### src/rtl/sysid_ext.sv
// sysid_ext -- system ID, build timestamp, 64-bit uptime counter and scratch registers
// Revision 1.0
`default_nettype none
`timescale 1ns/1ps

module sysid_ext #(
  parameter logic [31:0] ID_VALUE     = 32'h0000_0000,
  parameter logic [31:0] TIMESTAMP    = 32'h0000_0000,
  parameter int          NUM_SCRATCH  = 4,
  parameter int          READ_LATENCY = 1
) (
  input  logic        clock,
  input  logic        reset,
  input  logic [3:0]  address,
  input  logic        read,
  input  logic        write,
  input  logic [31:0] writedata,
  output logic [31:0] readdata,
  output logic        readdatavalid
);

  localparam logic [15:0] VERSION = 16'h0002;
  localparam logic [31:0] CAPS    = {VERSION, 8'(READ_LATENCY), 8'(NUM_SCRATCH)};

  logic [63:0] uptime;
  logic [31:0] snap;
  logic        freeze;
  logic [31:0] scratch [8];
  logic        wr_en;
  logic        ctrl_wr;
  logic [31:0] rd_mux;
  logic        tail_v;
  logic [31:0] tail_d;

  // A simultaneous read wins; the write is dropped.
  assign wr_en   = write & ~read;
  assign ctrl_wr = wr_en && (address == 4'd5);

  always_ff @(posedge clock or posedge reset) begin
    if (reset) begin
      uptime <= '0;
      snap   <= '0;
      freeze <= 1'b0;
    end else begin
      if (ctrl_wr && writedata[0])
        uptime <= '0;
      else if (!freeze)
        uptime <= uptime + 64'd1;
      if (ctrl_wr)
        freeze <= writedata[1];
      if (read && (address == 4'd3))
        snap <= uptime[63:32];
    end
  end

  // Words beyond NUM_SCRATCH are never written and stay at zero.
  always_ff @(posedge clock or posedge reset) begin
    if (reset) begin
      for (int i = 0; i < 8; i++)
        scratch[i] <= '0;
    end else if (wr_en && address[3]) begin
      for (int i = 0; i < 8; i++)
        if ((i < NUM_SCRATCH) && (address[2:0] == 3'(i)))
          scratch[i] <= writedata;
    end
  end

  always_comb begin
    rd_mux = '0;
    case (address)
      4'd0:    rd_mux = ID_VALUE;
      4'd1:    rd_mux = TIMESTAMP;
      4'd2:    rd_mux = CAPS;
      4'd3:    rd_mux = uptime[31:0];
      4'd4:    rd_mux = snap;
      4'd5:    rd_mux = {30'd0, freeze, 1'b0};
      default: rd_mux = address[3] ? scratch[address[2:0]] : 32'd0;
    endcase
  end

  generate
    if (READ_LATENCY == 1) begin : g_lat1
      assign tail_v = read;
      assign tail_d = rd_mux;
    end else begin : g_latn
      logic [READ_LATENCY-2:0] sv;
      logic [31:0]             sd [READ_LATENCY-1];

      always_ff @(posedge clock or posedge reset) begin
        if (reset) begin
          sv <= '0;
          for (int i = 0; i < READ_LATENCY - 1; i++)
            sd[i] <= '0;
        end else begin
          sv[0] <= read;
          sd[0] <= rd_mux;
          for (int i = 1; i < READ_LATENCY - 1; i++) begin
            sv[i] <= sv[i-1];
            sd[i] <= sd[i-1];
          end
        end
      end

      assign tail_v = sv[READ_LATENCY-2];
      assign tail_d = sd[READ_LATENCY-2];
    end
  endgenerate

  // readdata only moves on a valid beat so it holds between responses.
  always_ff @(posedge clock or posedge reset) begin
    if (reset) begin
      readdata      <= '0;
      readdatavalid <= 1'b0;
    end else begin
      readdatavalid <= tail_v;
      if (tail_v)
        readdata <= tail_d;
    end
  end

endmodule

`default_nettype wire

### config.mk
export PLATFORM = sky130hd
export DESIGN_NAME = sysid_ext
export DESIGN_NICKNAME = d
export VERILOG_FILES = /design/src/rtl/sysid_ext.sv
export SDC_FILE = /design/constraint.sdc
export NUM_CORES = 1
export LEC_CHECK = 0
export ABC_AREA = 1
export BUFFER_PORTS_ARGS = -buffer_cell sky130_fd_sc_hd__buf_2
export CELL_PAD_IN_SITES_DETAIL_PLACEMENT = 0
export CELL_PAD_IN_SITES_GLOBAL_PLACEMENT = 1
export CORE_UTILIZATION = 51
export CTS_BUF_LIST = sky130_fd_sc_hd__clkbuf_8
export DETAILED_ROUTE_END_ITERATION = 8
export PLACE_DENSITY = 0.95
export SYNTH_ARGS = -nofsm -noshare
export SYNTH_HDL_FRONTEND = slang
export SYNTH_SLANG_ARGS = --single-unit
### constraint.sdc
create_clock -name clock -period 28.2 [get_ports clock]
set_input_delay 8.46 -clock clock [delete_from_list [all_inputs] [get_ports clock]]
set_output_delay 8.46 -clock clock [all_outputs]
set_load 0.03 [all_outputs]
==> run metrics <==
Hold Crit Depth 2; post-DP HPWL 23,100 µm; Placer Congestion 0.924; Die Width 158 µm; CP endpoint kind flip-flop; Tightest Hold Check Type reg2reg; Slew @ Worst Pin 1.16 ns; #FFs+latches synth 258; GRT Residual Overflow 0; CTS max path bufs 3; initial antenna violation count 0; P_sw 271 µW; Buffers on Ports 72; area share of the largest cell type after synthesis 0.520; RSZ-0062 raised after global routing no; cell internal pwr 626 µW; drt wl/cell 17.2 µm; synth top area cells dfrtp_1 52%, nand2_1 12%, o21ai_0 6.7%, nor2_1 6.1%, inv_1 4.0%; power share of the sequential group 0.508; share of post-route cells with drive strength above 1 0.117; Die H 158 µm; via count 10,711; I/O pins 73; top-count cell post-synth nand2_1; Core ar. 23,700 µm²; worst-skew pair later-pin latency 0.55 ns; Final ANT Viol Nets 0; Worst R2R Start freeze; CTS Root Cell clkbuf_8; die area 25,000 µm²; Total Routing Usage GR 0.286; Final period util 0.384; sw frac 0.302; Crit path required time 28.63 ns; Synth Flop Type dfrtp_1; Syn Area/Cell 7.99 µm²; CTS Sinks 258; row cnt 56; status complete, no violations; Comb power frac 0.149; crit path DAT 11.25 ns; Hold Path Origin readdata[24]; DR pass1 iterations 5; crit path max fanout 34; Slew Limit Headroom 0.224; pwr dens 65.4 nW/µm²; Async S/R FF share, synth 1.00; R2R Setup Slk 25.96 ns; EDFF count, synth 0; Post-layout nets 1,651; Setup violations, final 0; first-pass GRT wire length 54,700 µm; final max-slew violation count 0; Cell Area, Synth 12,400 µm²; reg2reg end uptime[48]; Residual DRC 0; CP Launch Type input pin; min cycle time layout 10.82 ns; vias in the first global route 10,165; Clock Skew 0.0224 ns; worst-case reg-to-reg path depth 7; Post-synth top cells 401 x nand2_1, 258 x dfrtp_1, 201 x nor2_1, 166 x o21ai_0, 131 x inv_1; Post-Syn Instances 1,553; Design Power 898 µW; Fin Setup TNS 0 ns; Num CTS Buffers 44; CTS Hold Bufs 0; Setup Fix Bufs, Post-CTS 0; Setup CP Type in2reg; Net Count, Synth 1,594; Clock transition at path regs 0.06 ns; Lkg Pwr 0.00665 µW; cell taking the most area after synthesis dfrtp_1; Achievable Freq 0.0924 GHz; final wirelength 33,700 µm; CTS tree yes; largest net degree at the start of global routing 106; synth-to-layout area growth 10.5%; Final Hold Violating Endpoints 0; Vias/cell 5.46; Seq/Total Area, Yosys 0.520; post-CTS sizing 0; Starting DRT DRC Count 1,005; hold path endpoint readdata[24]; H-tree levels 2; clock power share 0.343; max-cap violations 0; warnings from Yosys 128; Unique masters post-synth 35; VDD IR max 0.0000421 V; starting density of the core 0.524
[power by group through the flow]
stage,sequential (µW),combinational (µW),clock [µW]
after floorplan,461,91.3,0
after global placement,458,130,0
after detailed placement,460,134,0
after global routing,461,153,331
after CTS,455,134,315
final,456,134,308
[worst max-delay path by stage]
stage | startpoint | to | slack (ns)
finish | address[0] | snap[31] | 17.38
global route | address[0] | snap[31] | 17.16
CTS | address[0] | snap[31] | 17.43
detailed placement | address[0] | snap[31] | 16.85
global placement | address[0] | snap[31] | 16.90
floorplan | reset | freeze | 12.64
[state kept, by name, indices dropped and copies added, names as in the netlist]
name and count:
readdata 32, snap 32, freeze 1, readdatavalid 1
scratch 128, uptime 64
[area by class of cell]
class / instances / area (µm²)
Fill cell: 2259 / 9960
Sequential cell: 258 / 6460
Multi-Input combinational cell: 1086 / 5110
Clock buffer: 49 / 674
Inverter: 141 / 539
Timing Repair Buffer: 79 / 413
Tap cell: 319 / 399
Clock inverter: 27 / 124
Antenna cell: 1 / 2.50
[stage by stage]
stage	setup WS (ns)	util	hold slack, ns	cell area, µm²	cells
final	17.38	0.579	0.475	13700	1960
after global routing	17.16	0.579	0.502	13700	1959
after CTS	17.43	0.579	0.482	13700	1959
after detailed placement	16.85	0.546	0.467	12900	1883
after global placement	16.90	0.546	0.462	12900	1883
after floorplan	12.64	-	0.442	12400	1553
[kinds of logic after synthesis]
group,count (synthesis),synth area share
AND/OR/NAND/NOR,725,0.246
XOR/XNOR,3,0.00212
multiplexers,1,0.000907
adder cells (fa/ha/maj),1,0.00101
flip-flops,258,0.520
buffers and inverters,209,0.0687
AO/OA/AOI/OAI,356,0.161
[per-layer routing]
metal,GRT usage,routed length [µm],up-vias
met3,0.0378,2300,71
met4,0.101,1010,0
li1,-,-,5199
met5,0,0,-
met2,0.446,15200,405
met1,0.409,15300,5036
[placed cells by master, fill, tap and decap left out, types with 4 or more instances in the layout]
cell / n
dfrtp_1: 258
nor2_1: 200
inv_1: 149
nand2_4: 4
nand4_1: 9
buf_4: 7
nand3_1: 45
o21ai_1: 12
inv_2: 5
nor2_2: 15
nand2_2: 15
clkbuf_8: 49
nor3_1: 16
o22ai_1: 15
nand2_1: 401
o21ai_0: 166
a311oi_1: 12
clkinv_2: 7
nand3b_1: 5
a22oi_1: 58
buf_2: 72
nor2_4: 9
a21oi_1: 87
[worst max-delay path: stages]
cell and delay, ns:
buf_2 0.14, nand2_1 0.08, clkinv_2 0.46, nand2_2 0.71, inv_2 0.17, nand2_2 0.43
buf_4 0.40, mux2_2 0.37
No activity file was read; power rests on OpenSTA's default activity.
